--- src/rtl/bcd_pkg.sv ---
// Shared types and constants for the digit-serial BCD adder.
package bcd_pkg;

   localparam int unsigned DIGIT_W = 4;

   localparam logic [DIGIT_W-1:0] BCD_MAX  = 4'd9;
   localparam logic [DIGIT_W-1:0] BCD_CORR = 4'd6;

   typedef enum logic [1:0] {
      IDLE = 2'd0,
      RUN  = 2'd1,
      DONE = 2'd2
   } state_t;

   // True when a nibble is not a legal decimal digit.
   function automatic logic digit_invalid(input logic [DIGIT_W-1:0] d);
      return d > BCD_MAX;
   endfunction

endpackage

--- src/rtl/bcd_serial_adder_ctrl_if.sv ---
// Requester-side handshake and result bus of the serial BCD adder.
interface bcd_serial_adder_ctrl_if #(
   parameter int unsigned DIGITS = 4
) ();

   logic                  start;
   logic [4*DIGITS-1:0]   a;
   logic [4*DIGITS-1:0]   b;
   logic                  cin;
   logic                  busy;
   logic                  done;
   logic [4*DIGITS-1:0]   sum;
   logic                  cout;
   logic                  err;

   modport master (
      output start, a, b, cin,
      input  busy, done, sum, cout, err
   );

   modport slave (
      input  start, a, b, cin,
      output busy, done, sum, cout, err
   );

endinterface

--- src/rtl/bcd_digit_add.sv ---
// Single-digit BCD adder: binary add, then +6 correction when the raw sum exceeds 9.
module bcd_digit_add
   import bcd_pkg::*;
(
   input  logic [DIGIT_W-1:0] a,
   input  logic [DIGIT_W-1:0] b,
   input  logic               cin,
   output logic [DIGIT_W-1:0] sum_c,
   output logic               cout_c
);

   logic [DIGIT_W:0] raw;

   // Carry-in enters only the raw sum; the correction add is carry-free and wraps mod 16.
   always_comb begin
      raw    = {1'b0, a} + {1'b0, b} + {{DIGIT_W{1'b0}}, cin};
      sum_c  = raw[DIGIT_W-1:0];
      cout_c = 1'b0;
      if (raw > {1'b0, BCD_MAX}) begin
         sum_c  = raw[DIGIT_W-1:0] + BCD_CORR;
         cout_c = 1'b1;
      end
   end

endmodule

--- src/rtl/bcd_serial_adder_ctrl.sv ---
// Digit-serial multi-digit BCD adder: one shared digit adder, LSD first,
// decimal carry rippled through a flop between cycles.
module bcd_serial_adder_ctrl
   import bcd_pkg::*;
#(
   parameter int unsigned DIGITS = 4
) (
   input  logic                      clk,
   input  logic                      rst,
   bcd_serial_adder_ctrl_if.slave    bus
);

   localparam int unsigned W     = DIGIT_W * DIGITS;
   localparam int unsigned IDX_W = (DIGITS > 1) ? $clog2(DIGITS) : 1;
   localparam logic [IDX_W-1:0] LAST = IDX_W'(DIGITS - 1);

   state_t           state, state_n;
   logic [IDX_W-1:0] idx, idx_n;
   logic [W-1:0]     opa, opa_n;
   logic [W-1:0]     opb, opb_n;
   logic             carry, carry_n;
   logic [W-1:0]     sum_q, sum_n;
   logic             cout_q, cout_n;
   logic             err_q, err_n;
   logic             busy_q, busy_n;
   logic             done_q, done_n;

   logic [DIGIT_W-1:0] a_dig_c, b_dig_c, dig_sum_c;
   logic               dig_cout_c;
   logic               inv_c;

   // Operand digit-select muxes feeding the shared adder.
   always_comb begin
      a_dig_c = opa[32'(idx) * DIGIT_W +: DIGIT_W];
      b_dig_c = opb[32'(idx) * DIGIT_W +: DIGIT_W];
   end

   bcd_digit_add u_digit (
      .a      (a_dig_c),
      .b      (b_dig_c),
      .cin    (carry),
      .sum_c  (dig_sum_c),
      .cout_c (dig_cout_c)
   );

   // Invalid-digit scan over the operands being offered for latching.
   always_comb begin
      inv_c = 1'b0;
      for (int unsigned i = 0; i < DIGITS; i++) begin
         inv_c = inv_c | digit_invalid(bus.a[i*DIGIT_W +: DIGIT_W])
                       | digit_invalid(bus.b[i*DIGIT_W +: DIGIT_W]);
      end
   end

   always_ff @(posedge clk) begin
      if (rst) begin
         state  <= IDLE;
         idx    <= '0;
         opa    <= '0;
         opb    <= '0;
         carry  <= 1'b0;
         sum_q  <= '0;
         cout_q <= 1'b0;
         err_q  <= 1'b0;
         busy_q <= 1'b0;
         done_q <= 1'b0;
      end else begin
         state  <= state_n;
         idx    <= idx_n;
         opa    <= opa_n;
         opb    <= opb_n;
         carry  <= carry_n;
         sum_q  <= sum_n;
         cout_q <= cout_n;
         err_q  <= err_n;
         busy_q <= busy_n;
         done_q <= done_n;
      end
   end

   // Next-state and next-output logic; busy/done are computed one cycle ahead so they come out of flops.
   always_comb begin
      state_n = state;
      idx_n   = idx;
      opa_n   = opa;
      opb_n   = opb;
      carry_n = carry;
      sum_n   = sum_q;
      cout_n  = cout_q;
      err_n   = err_q;
      busy_n  = 1'b0;
      done_n  = 1'b0;

      unique case (state)
         IDLE, DONE: begin
            if (bus.start) begin
               opa_n   = bus.a;
               opb_n   = bus.b;
               carry_n = bus.cin;
               sum_n   = '0;
               idx_n   = '0;
               err_n   = inv_c;
               busy_n  = 1'b1;
               state_n = RUN;
            end else if (state == DONE) begin
               state_n = IDLE;
            end
         end
         RUN: begin
            sum_n[32'(idx) * DIGIT_W +: DIGIT_W] = dig_sum_c;
            carry_n = dig_cout_c;
            idx_n   = idx + IDX_W'(1);
            if (idx == LAST) begin
               cout_n  = dig_cout_c;
               done_n  = 1'b1;
               state_n = DONE;
            end else begin
               busy_n  = 1'b1;
            end
         end
         default: state_n = IDLE;
      endcase
   end

   assign bus.busy = busy_q;
   assign bus.done = done_q;
   assign bus.sum  = sum_q;
   assign bus.cout = cout_q;
   assign bus.err  = err_q;

endmodule

--- src/flat_wrapper.sv ---
// flat-port wrapper written by rule: the top's interface ports become plain ports
module bcd_serial_adder_ctrl_flat import bcd_pkg::*;
#(
   parameter int unsigned DIGITS = 4
)
  (clk, rst, bus_start, bus_a, bus_b, bus_cin, bus_busy, bus_done, bus_sum, bus_cout, bus_err);
  bcd_serial_adder_ctrl_if #(.DIGITS(DIGITS)) bus_i ();
  input  logic clk;
  input  logic rst;
  input wire logic [$bits(bus_i.start)-1:0] bus_start;
  input wire logic [$bits(bus_i.a)-1:0] bus_a;
  input wire logic [$bits(bus_i.b)-1:0] bus_b;
  input wire logic [$bits(bus_i.cin)-1:0] bus_cin;
  output wire logic [$bits(bus_i.busy)-1:0] bus_busy;
  output wire logic [$bits(bus_i.done)-1:0] bus_done;
  output wire logic [$bits(bus_i.sum)-1:0] bus_sum;
  output wire logic [$bits(bus_i.cout)-1:0] bus_cout;
  output wire logic [$bits(bus_i.err)-1:0] bus_err;
  assign bus_i.start = bus_start;
  assign bus_i.a = bus_a;
  assign bus_i.b = bus_b;
  assign bus_i.cin = bus_cin;
  assign bus_busy = bus_i.busy;
  assign bus_done = bus_i.done;
  assign bus_sum = bus_i.sum;
  assign bus_cout = bus_i.cout;
  assign bus_err = bus_i.err;
  bcd_serial_adder_ctrl #(.DIGITS(DIGITS)) u_core (.clk(clk), .rst(rst), .bus(bus_i));
endmodule
--- config.mk ---
export PLATFORM = sky130hd
export DESIGN_NAME = bcd_serial_adder_ctrl_flat
export DESIGN_NICKNAME = d
export VERILOG_FILES = /design/src/rtl/bcd_pkg.sv /design/src/rtl/bcd_serial_adder_ctrl_if.sv /design/src/rtl/bcd_digit_add.sv /design/src/rtl/bcd_serial_adder_ctrl.sv /design/src/flat_wrapper.sv
export SDC_FILE = /design/constraint.sdc
export NUM_CORES = 1
export LEC_CHECK = 0
export BUFFER_PORTS_ARGS = -buffer_cell sky130_fd_sc_hd__buf_2
export CAP_MARGIN = 20
export CORE_MARGIN = 8
export CORE_UTILIZATION = 45
export CTS_CLUSTER_SIZE = 16
export DETAILED_ROUTE_END_ITERATION = 12
export PLACE_DENSITY = 0.68
export SYNTH_ARGS = -nofsm -noshare
export SYNTH_HDL_FRONTEND = slang
export SYNTH_HIERARCHICAL = 1
export SYNTH_SLANG_ARGS = --single-unit
--- constraint.sdc ---
create_clock -name clk -period 9.25 [get_ports clk]
set_input_delay 1.3875 -clock clk [delete_from_list [all_inputs] [get_ports clk]]
set_output_delay 1.3875 -clock clk [all_outputs]
set_load 0.005 [all_outputs]
# Word level (Yosys, flattened, before mapping)
# Index checks and enable logic that the tools add are counted.
[classes] magnitude_cmp=9 n_mux=17 addsub=5 shift=4 n_eq_ne=6 n_reduce_logical=8 bitwise_logic=8
[ops] op="4-bit negation with 34-bit output" count=1
[ops] op="4-bit by 34-bit variable shift with 16-bit output, first input constant" count=1
[ops] op="4-bit by 34-bit variable part select with 16-bit output" count=1
[ops] op="4-bit greater-than comparator, second input constant" count=8
[ops] op="16-bit case mux with 2 select lines" count=1
[ops] op="16-bit by 5-bit variable part select with 4-bit output" count=2
[ops] op="16-bit bitwise mux" count=1
[ops] op="16-bit 2-to-1 mux" count=1
[ops] op="2-bit 2-to-1 mux" count=4
[ops] op="2-bit case mux with 2 select lines" count=2
[ops] op="2-bit AND reduction" count=4
[ops] op="1-bit OR" count=7
[ops] op="4-bit by 4-bit adder with 5-bit output" count=1
[ops] op="5-bit by 1-bit adder with 5-bit output" count=1
[ops] op="5-bit by 4-bit greater-than comparator with 1-bit output, second input constant" count=1
[ops] op="1-bit 2-to-1 mux" count=5
[ops] op="4-bit by 3-bit adder with 4-bit output, second input constant" count=1
[ops] op="2-bit == test, second input constant" count=2
[ops] op="4-bit 2-to-1 mux" count=1
[ops] op="1-bit case mux with 2 select lines" count=2
[ops] op="2-bit OR reduction" count=2
[ops] op="3-bit by 2-bit inequality test with 1-bit output, second input constant" count=1
[ops] op="2-bit by 1-bit adder with 2-bit output, second input constant" count=1
[ops] op="2-bit by 1-bit == test with 1-bit output, second input constant" count=1
[ops] op="other kinds (5)" count=5
[totals] regBits=57 elab_cells=67 out_inout_bits=20 input_bits=36

# Longest topological paths before layout
# Gate-level depths: netlist (run 1).
[logic_depth] word_depth=8 depth_mapped=11 ltp_nobuf=10

# Hierarchy
# Netlist (run 1), hierarchy kept.
[by_module_without_submodules] mod="bcd_serial_adder_ctrl" cells_per_inst=263 seq_area_each_um2=1141.1 area_per_inst_um2=2366.0 instances=1
[by_module_without_submodules] mod="bcd_digit_add" cells_per_inst=22 seq_area_each_um2=0.0 area_per_inst_um2=211.5 instances=1

# Least setup slack after synthesis (run 1)
# Ideal clock, no wire load.
[synth_timing] kind="flip-flop to flip-flop" start="reg u_core.idx[0]" end="reg u_core.sum_q[10] (netlist: u_core/bus.sum[10])" slack_ns=5.661 path_buffers=1 arrival_time_ns=3.524 path_stages_with_launch=12 required_time_ns=9.185 setup_time_ns=0.065 period_less_slack_ns=3.589 cell_sequence="dfxtp_1 -> buf_4 -> mux4_2 -> fa_1 -> fa_1 -> xnor2_1 -> ha_1 -> a31o_1 -> o31ai_4 -> mux2i_1 -> a22oi_1 -> nor2_1"
[synth_between] elab_chain_len=8 word_cells_on_any_way=12 cone_classes="add/sub (4); order compare (1); shift (4); mux (3)"
[synth_lines] item="start, declared" line_no="bcd_serial_adder_ctrl.sv:18" text="logic [IDX_W-1:0] idx, idx_n;"
[synth_lines] item="start signal, assigned" line_no="bcd_serial_adder_ctrl.sv:69" text="idx <= idx_n;"
[synth_lines] item="16-bit by 5-bit variable part select with 4-bit output (*)" line_no="bcd_serial_adder_ctrl.sv:34" text="a_dig_c = opa[32'(idx) * DIGIT_W +: DIGIT_W];"
[synth_lines] item="named net u_core.a_dig_c[0]" line_no="bcd_serial_adder_ctrl.sv:28" text="logic [DIGIT_W-1:0] a_dig_c, b_dig_c, dig_sum_c;"
[synth_lines] item="4-bit by 4-bit adder with 5-bit output (*)" line_no="bcd_digit_add.sv:16" text="raw = {1'b0, a} + {1'b0, b} + {{DIGIT_W{1'b0}}, cin};"
[synth_lines] item="5-bit by 1-bit adder with 5-bit output (*)" line_no="bcd_digit_add.sv:16"
[synth_lines] item="4-bit by 3-bit adder with 4-bit output or 5-bit by 4-bit greater-than comparator with 1-bit output (tied branches)" line_no="bcd_digit_add.sv:20, bcd_digit_add.sv:19"
[synth_lines] item="4-bit 2-to-1 mux (*)" line_no="bcd_digit_add.sv:19" text="if (raw > {1'b0, BCD_MAX}) begin"
[synth_lines] item="named net u_core.dig_sum_c[2]" line_no="bcd_serial_adder_ctrl.sv:28"
[synth_lines] item="4-bit by 34-bit variable part select with 16-bit output (*)" line_no="bcd_serial_adder_ctrl.sv:110" text="sum_n[32'(idx) * DIGIT_W +: DIGIT_W] = dig_sum_c;"
[synth_lines] item="16-bit bitwise mux (*)" line_no="bcd_serial_adder_ctrl.sv:110"
[synth_lines] item="16-bit case mux with 2 select lines (*)" line_no="bcd_serial_adder_ctrl.sv:94" text="unique case (state)"
[synth_lines] item="end signal, assigned" line_no="bcd_serial_adder_ctrl.sv:73" text="sum_q <= sum_n;"
[synth_lines] item="end, declared" line_no="bcd_serial_adder_ctrl.sv:22" text="logic [W-1:0] sum_q, sum_n;"
# Mark *: on every way through the listed nets, which the timed path passes. The rest lies on a longest branch.
# A chain may end at the register's enable or synchronous reset.

# Worst setup path in the final report (run 1)
[layout_timing] start="reg u_core.idx[0]" end="reg u_core.sum_q[14] (netlist: u_core/bus.sum[14])"
# Same word-level chain as after synthesis.

==> out/metrics.sh, run 1 <==
DRIVE_ABOVE_1_SHARE=0.262
CRIT_FANOUT=17
CTS_MADE_BUFFERS=9
POWER.SHARE.CLOCK=0.407
DRT-INITIAL-DRC-COUNT=147
DRT-VIAS-PER-INSTANCE=5.34
FINAL_CRITICAL_PATH_SHARE_OF_THE_CLOCK_PERIOD=0.450
TIMING.CRITICAL_PATH.FROM_TYPE='flip-flop'
HOLD_END='u_core/opb[2]$_SDFFE_PP0P_'
CTS.SINK_COUNT=57
POWER.SEQUENTIAL.FRACTION=0.442
FINALHOLDVIOLATIONS=0
CTSHTREEMAXLEVEL=3
TIMING.REG2REG.WORST_PATH_DEPTH=10
FINALSETUPVIOLCOUNT=0
WORST_HOLD_STARTPOINT='u_core/opb[2]$_SDFFE_PP0P_'
P_INT_uW=445
POST_SYNTH_XOR_AREA_FRACTION=0.00680
CTS_MAX_PATH_BUFFERS=2
GRT_SETUP_UNREPAIRED='false'
TOTALNEGATIVESETUPSLACK_NS=0
YOSYS-MUX-AREA-FRACTION=0.0738
SYNTH_SIMPLE_GATE_AREA_SHARE=0.209
POWER_SWITCHING_SHARE=0.261
GRT_START_MAX_NET_PINS=58
TIMING.HOLD.WORST_PATH_DEPTH=2
PLACED_AREA_MM2=0.00287
MAX-SLEW-MARGIN-REL=0.337
GRT_FIRST_PASS_WIRELENGTH_MM=10.7
FINISH.INSTANCE_AREA_MM2=0.00308
IO_PINS=56
YS_SEQ_AREA_FRAC=0.443
ACHIEVABLE-FREQUENCY_GHz=0.240
NUM_ANTENNA_CELLS=0
GRT_ANTENNA_BEFORE_REPAIR=0
DIEAREA_MM2=0.00841
CLK_LATENCY_NS=0.34
OVERFLOW=0
OUTCOME='completed'
NUMBER_OF_SETUP_BUFFERS_ADDED_AFTER_CTS=0
CLASS_OF_THE_MOST_CRITICAL_HOLD_TIMING_PATH='reg2reg'
FP-ROW-COUNT=27
FP.COREAREA_MM2=0.00551
TOTAL_LEAKAGE_POWER_nW=1.28
WORSTREG2REGSTART='u_core/idx[0]$_SDFFE_PP0P_'
NUMPORTBUFFERS=55
FLOORPLAN.INITIALDENSITY=0.468
TIMING.CRITICAL_PATH.REQUIRED_NS=9.51
TIGHTEST_SLEW_NS=0.995
SYNTH_ADDER_AREA_SHARE=0.0544
R2R-END='u_core/bus.sum[14]$_SDFFE_PP0P_'
SYNTH_TOP_FAMILY_BY_AREA='simple AND/OR/NAND/NOR gates'
DIE_H_UM=91.7
FIRST_GLOBAL_VIAS=2197
SYNTH_EDF_COUNT=0
SYNTH_AREA_IN_COMPOUND_GATES=0.173
INSTANCES_NO_FILL=412
ROUTE.VIAS.TOTAL=2200
DIE-WIDTH_UM=91.7
SYNTH.DISTINCT_CELLS=33
DRT-PASS1-ITER-COUNT=5
SYNTHESIS.AREA_MM2=0.00258
TIMING.CRITICAL_PATH.TO_TYPE='flip-flop'
DETAIL_ROUTE.WIRELENGTH_MM=6.41
REMAINING_DRC_ERRORS=0
GRT_UTIL_ALL_LAYERS=0.159
ANTENNA_LEFT=0
YOSYSWARNINGCOUNT=6
NETS=382
TIMING.FINAL.MAX_SLEW_VIOLATIONS=0
CRIT_TYPE='reg2reg'
ROUTABILITYCONGESTION=0.831
POWER.DENSITY_CELL_AREA_mW_PER_MM2=196
P_COMB_FRAC=0.150
R2R_SLACK_NS=5.08
WORST_SETUP_HOLD_PATH_CLK_SLEW_NS=0.06
CTS_ROOT_BUFFER='clkbuf_8'
TRITONCTS_CLOCK_TREE='yes'
IR_WORST_VDD_uV=105
CRIT_ARRIVAL_NS=4.43
NETLIST_INSTANCES=285
FLOPS_LATCHES_SYNTH=57
DP_HPWL_MM=4.56
SYNTH_FLOP_CELL='dfxtp_1'
MAXCAPVIOLCOUNT=0
CTS.HOLD.BUFFERS_ADDED=0
SYNTHTOLAYOUTAREAGROWTH_PCT=19.6
P_SW_uW=157
WL_PER_CELL_UM=15.6
SYNTH_FP_NETS=331
ASYNC_RESET_FF_FRAC=0
FINAL_PERIOD_MINUS_WORST_SETUP_SLACK_NS=4.17
SYNTHESIS.AREA_PER_INSTANCE_UM2=9.04
FIN_WORST_SKEW_NS=0.00806
CTS.REPAIR.RESIZED=0
NUMPLACEDINSTANCES=397
-- cell usage in the layout (no fill, tap or decap), drive strengths merged, types with 4 or more instances in the layout --
| cell type | instances |
|---|---|
| nand2 | 68 |
| dfxtp | 57 |
| buf | 57 |
| a21oi | 41 |
| nor2 | 28 |
| a22oi | 17 |
| clkbuf | 13 |
| mux4 | 8 |
| o21ai | 8 |
| ha | 8 |
| inv | 4 |
-- flip-flops by register name (all words and copies together) (netlist names) --
name	flops
u_core/idx	2
u_core/carry	1
u_core/opa	16
u_core/bus.cout	1
u_core/bus.done	1
u_core/bus.err	1
u_core/state	2
u_core/bus.sum	16
u_core/opb	16
u_core/bus.busy	1
-- power by group through the flow --
stage	Sequential, mW	Clock [mW]	Combinational [mW]
6_report	0.267	0.246	0.0906
5_1_grt	0.268	0.261	0.100
4_1_cts	0.267	0.250	0.0902
3_5_place_dp	0.272	0	0.0898
3_3_place_gp	0.271	0	0.0872
2_1_floorplan	0.268	0	0.0671
-- kinds of logic (layout without fill, tap and decap cells) --
group / Yosys count / count (layout)
simple gates: 113 / 113
compound gates: 73 / 73
flops: 57 / 57
buf+inv: 21 / 76
fa+ha+maj: 10 / 10
mux: 9 / 9
xor+xnor: 2 / 2
-- critical path, stage by stage (launching register included) --
cell     delay (ns)
dfxtp_1        0.83
mux4_2         0.62
fa_1           0.47
fa_1           0.43
xnor2_1        0.19
ha_1           0.25
a31o_1         0.23
o31ai_4        0.34
mux2i_1        0.43
a22oi_1        0.16
nor2_1         0.13
-- cell type report --
type                    count  area [µm²]
fillers                   497        2420
inverters                   4        15.0
clock buffers              13         179
repair buffers             57         290
well taps                  72        90.1
flip-flops and latches     57        1140
multi-input cells         207        1330
clock inverters             2        35.0
-- how the worst max path moves through the flow --
stage / from / to / slack, ns / depth (start not counted)
after floorplan: u_core/idx[0]$_SDFFE_PP0P_ / u_core/bus.sum[10]$_SDFFE_PP0P_ / 5.66 / 11
after global placement: u_core/idx[0]$_SDFFE_PP0P_ / u_core/bus.sum[14]$_SDFFE_PP0P_ / 5.30 / 10
after detailed placement: u_core/idx[0]$_SDFFE_PP0P_ / u_core/bus.sum[14]$_SDFFE_PP0P_ / 5.15 / 10
after CTS: u_core/idx[0]$_SDFFE_PP0P_ / u_core/bus.sum[14]$_SDFFE_PP0P_ / 5.13 / 10
after global routing: u_core/idx[0]$_SDFFE_PP0P_ / u_core/bus.sum[3]$_SDFFE_PP0P_ / 4.88 / 10
final: u_core/idx[0]$_SDFFE_PP0P_ / u_core/bus.sum[14]$_SDFFE_PP0P_ / 5.08 / 10
-- stage by stage --
| stage | setup slack [ns] | utilization | power [mW] | hold slack, ns |
|---|---|---|---|---|
| floorplan | 5.66 | - | 0.335 | 0.433 |
| global placement | 5.30 | 0.521 | 0.358 | 0.441 |
| detailed placement | 5.15 | 0.521 | 0.362 | 0.448 |
| CTS | 5.13 | 0.560 | 0.607 | 0.457 |
| global route | 4.88 | 0.560 | 0.629 | 0.474 |
| finish | 5.08 | 0.560 | 0.603 | 0.456 |
-- cells in the mapped netlist (all sizes together) (2+ instances only) --
cell type / instances / area [µm²]
fa: 2 / 40.0
o21ai: 8 / 40.0
ha: 8 / 100
nor2: 28 / 105
xnor2: 2 / 17.5
a21oi: 41 / 209
nand2b: 3 / 26.3
o22ai: 2 / 12.5
nor3: 2 / 10.0
nor4b: 3 / 71.3
nand3: 3 / 15.0
inv: 4 / 15.0
nand2: 68 / 255
mux4: 8 / 180
dfxtp: 57 / 1140
clkbuf: 5 / 18.8
a22oi: 17 / 128
nor2b: 3 / 21.3
buf: 12 / 71.3
-- routing by layer --
metal  wire, µm  GRT usage  vias up  part of all wire
met1       2850      0.196     1048              0.44
met3        336     0.0538        7             0.052
li1           -          -     1090                 -
met4         94     0.0614        0             0.015
met2       3130      0.251       55              0.49
met5          0          0        -                 0
Power figures use the tool's default switching activity.
==> inputs of run 2 (changes only) <==
ABC_AREA = 1   (was not set)
PLACE_DENSITY = 0.7   (was 0.68)
clock period = 3.8 ns   (was 9.25 ns; I/O delays follow)
==> run 2 against run 1 <==
Against the previous run: sequential power up 150%; sequential share of layout area down 2.2 points; design area up 6.3%; area after synthesis up 7.6%; largest power group unchanged; via count up 18%.
==> out/metrics.sh, run 2 <==
YS_SEQ_AREA_FRAC=0.412  # -0.0312
CTS.SINK_COUNT=57  # unchanged
FP.COREAREA_MM2=0.00596  # +8.2%
YOSYSWARNINGCOUNT=6  # unchanged
YS_TOP_CELLS_BY_AREA='dfxtp_1 41%, nor2_1 11%, o21ai_0 9.9%, nand2_1 8.0%, a21oi_1 5.2%'
YOSYSTOPAREACELLSHARE=0.412  # -0.0312
ACHIEVABLE-FREQUENCY_GHz=0.306  # +27%
HOLDWS_NS=0.461  # +0.00544 ns
TIMING.CRITICAL_PATH.TO_TYPE='flip-flop'
SYNTH_FP_NETS=430  # +30%
NETS=481  # +26%
SYNTH_TOP_FAMILY_BY_AREA='simple AND/OR/NAND/NOR gates'
SYNTH_ADDER_AREA_SHARE=0.0505  # -0.00383
GRT_ANTENNA_BEFORE_REPAIR=0  # unchanged
DIEAREA_MM2=0.00893  # +6.2%
YOSYS-TOP-CELLS-COUNT='79 x nor2_1, 59 x nand2_1, 57 x dfxtp_1'
FLOORPLAN.INITIALDENSITY=0.466  # -0.00253
WORST_SETUP_HOLD_PATH_CLK_SLEW_NS=0.06  # about the same
DETAIL_ROUTE.WIRELENGTH_MM=7.06  # +10%
TIMING.CRITICAL_PATH.REQUIRED_NS=4.07  # -5.44 ns
DIE_H_UM=94.5  # +3.1%
IO_PINS=56  # unchanged
SYNTH_SIMPLE_GATE_AREA_SHARE=0.279  # +0.0701
SYNTH_EDF_COUNT=0  # unchanged
CTS.HOLD.BUFFERS_ADDED=0  # unchanged
ROUTABILITYCONGESTION=0.871  # +4.9%
SYNTH_FLOP_CELL='dfxtp_1'
TIMING.REG2REG.WORST_PATH_DEPTH=17  # +7
PLACE_WS_NS=0.556  # -4.60 ns
NUM_ANTENNA_CELLS=0  # unchanged
DRT-VIAS-PER-INSTANCE=5.06  # -5.3%
TIMING.FINAL.MAX_SLEW_VIOLATIONS=0  # unchanged
YOSYS.AREA.TOP_TYPE='dfxtp_1'
CTS.REPAIR.RESIZED=0  # unchanged
TRITONCTS_CLOCK_TREE='yes'
SYNTHESIS.AREA_PER_INSTANCE_UM2=7.22  # -20%
ROUTE.VIAS.TOTAL=2605  # +18%
FLOPS_LATCHES_SYNTH=57  # unchanged
WORST_SLACK_NS=0.531  # -4.55 ns
TOTAL_POWER_mW=1.66  # +180%
DRT-INITIAL-DRC-COUNT=174  # +18%
CTS_MADE_BUFFERS=9  # unchanged
CTS_ROOT_BUFFER='clkbuf_8'
PATH_COMMON_CELL='nand2_1'
CRITICAL_PATH.SLOWEST_CELL='dfxtp_1'
TIMING.CRITICAL_PATH.CELLS='inv_1 > o21ai_0 > o22ai_1 > fa_1 > fa_1 > nand2_1 > nand2_2 > ha_1 > a21oi_4 > nand2_4 > nand2_4 > nand2_1 > nand2_1 > nand2_1 > nor3_2 > nand3_1 > a21oi_1'
FINAL.FILL_COUNT=625  # +26%
OUTCOME='completed'
COMMONEST_NON_FILL_NON_TAP_CELL_IN_THE_LAYOUT='nor2_1'
MAXCAPVIOLCOUNT=0  # unchanged
CRIT_ARRIVAL_NS=3.54  # -0.89 ns
ASYNC_RESET_FF_FRAC=0  # unchanged
NUMBER_OF_SETUP_BUFFERS_ADDED_AFTER_CTS=0  # unchanged
FIRST_GLOBAL_VIAS=2577  # +17%
CRIT_FANOUT=12  # -5
SYNTHESIS.AREA_MM2=0.00277  # +7.6%
WL_PER_CELL_UM=13.7  # -12%
ANTENNA_LEFT=0  # unchanged
CRIT_TYPE='reg2reg'
SYNTH_AREA_IN_COMPOUND_GATES=0.187  # +0.0140
CLK_LATENCY_NS=0.35  # about the same
OVERFLOW=0  # unchanged
FINAL_CRITICAL_PATH_SHARE_OF_THE_CLOCK_PERIOD=0.860  # +0.410
DIE-WIDTH_UM=94.5  # +3.1%
GRT_START_MAX_NET_PINS=36  # -38%
TIMING.HOLD.WORST_PATH_DEPTH=2  # unchanged
TOTAL_LEAKAGE_POWER_nW=1.52  # +19%
DRT-PASS1-ITER-COUNT=4  # -1
DRIVE_ABOVE_1_SHARE=0.225  # -0.0368
POST-SYNTH-TOP-COUNT-CELL='nor2_1'
CRIT_PATH_MAX_INCR_DELAY_NS=0.48  # -0.35 ns
SYNTHTOLAYOUTAREAGROWTH_PCT=18.2
CLASS_OF_THE_MOST_CRITICAL_HOLD_TIMING_PATH='reg2reg'
TIGHTEST_SLEW_NS=0.769  # -0.226 ns
NUMPORTBUFFERS=55  # unchanged
SYNTH.DISTINCT_CELLS=28  # -15%
TOTALNEGATIVESETUPSLACK_NS=0  # unchanged
TIMING.CRITICAL_PATH.FROM_TYPE='flip-flop'
POWER.DENSITY_CELL_AREA_mW_PER_MM2=507  # +160%
DP_HPWL_MM=5.21  # +14%
FINAL_PERIOD_MINUS_WORST_SETUP_SLACK_NS=3.27  # -0.898 ns
YOSYS-MUX-AREA-FRACTION=0  # -0.0738
IR_WORST_VDD_uV=271  # +160%
MOSTFREQUENTLAYOUTCELLS='79 x nor2_1, 59 x nand2_1, 57 x dfxtp_1, 55 x buf_2, 55 x o21ai_0'
FINALSETUPVIOLCOUNT=0  # unchanged
FIN_WORST_SKEW_NS=0.0118  # +0.00371 ns
CTS_MAX_PATH_BUFFERS=2  # unchanged
FP-ROW-COUNT=28  # +3.7%
FINALHOLDVIOLATIONS=0  # unchanged
REMAINING_DRC_ERRORS=0  # unchanged
CTSHTREEMAXLEVEL=3  # unchanged
GRT_UTIL_ALL_LAYERS=0.172  # +0.0133
POST_SYNTH_XOR_AREA_FRACTION=0  # -0.00680
NETLIST_INSTANCES=384  # +35%
GRT_FIRST_PASS_WIRELENGTH_MM=12.1  # +13%
MAX-SLEW-MARGIN-REL=0.487  # +0.150
GRT_SETUP_UNREPAIRED='false'
## run 2: final timing paths
kind	start	slack, ns	end
min reg2reg	u_core/bus.cout$_SDFFE_PP0P_	0.46	u_core/bus.cout$_SDFFE_PP0P_
min	u_core/bus.cout$_SDFFE_PP0P_	0.46	u_core/bus.cout$_SDFFE_PP0P_
max	u_core/idx[1]$_SDFFE_PP0P_	0.53	u_core/bus.sum[7]$_SDFFE_PP0P_
max reg2reg	u_core/idx[1]$_SDFFE_PP0P_	0.53	u_core/bus.sum[7]$_SDFFE_PP0P_
## run 2: cell type report
type	instances	area, µm²	area share
clock buffer	14	173	0.0527
clock inverter	2	35.0	0.0107
inverter	32	120	0.0367
multi-input combinational	279	1430	0.437
sequential	57	1140	0.348
tap	75	93.8	0.0286
timing repair buffer	56	283	0.0863
## run 2: metal layers
metal,global-route usage,up-vias,share of wire
li1,-,1343,-
met1,0.219,1190,0.47
met2,0.264,61,0.46
met3,0.0579,11,0.052
met4,0.0676,0,0.017
met5,0,-,0
## run 2: metrics by stage
stage          cells  area, µm²  utilization
2_1_floorplan    384       2770            -
3_3_place_gp     499       3070        0.515
3_5_place_dp     499       3070        0.515
4_1_cts          515       3280        0.550
5_1_grt          515       3280        0.550
6_report         515       3280        0.550
## run 2: kinds of logic (layout without fill, tap and decap cells)
logic type,Yosys count,after routing
DFF,57,57
AOI/OAI and AO/OA,97,97
buffers and inverters,48,104
adders and majority gates,10,10
and+or+nand+nor,172,172
## run 2: worst max-delay path: cells and delay by family, from the launching register on
kind                       cells  cell delay, ns
and+or+nand+nor                9            0.82
adders and majority gates      3            1.12
AOI/OAI and AO/OA              4            0.54
DFF                            1            0.48
buffers and inverters          1            0.25
## run 2: power breakdown
part	switching (mW)	internal (mW)
Combinational	0.264	0.144
Sequential	0.0230	0.637
Clock	0.238	0.356
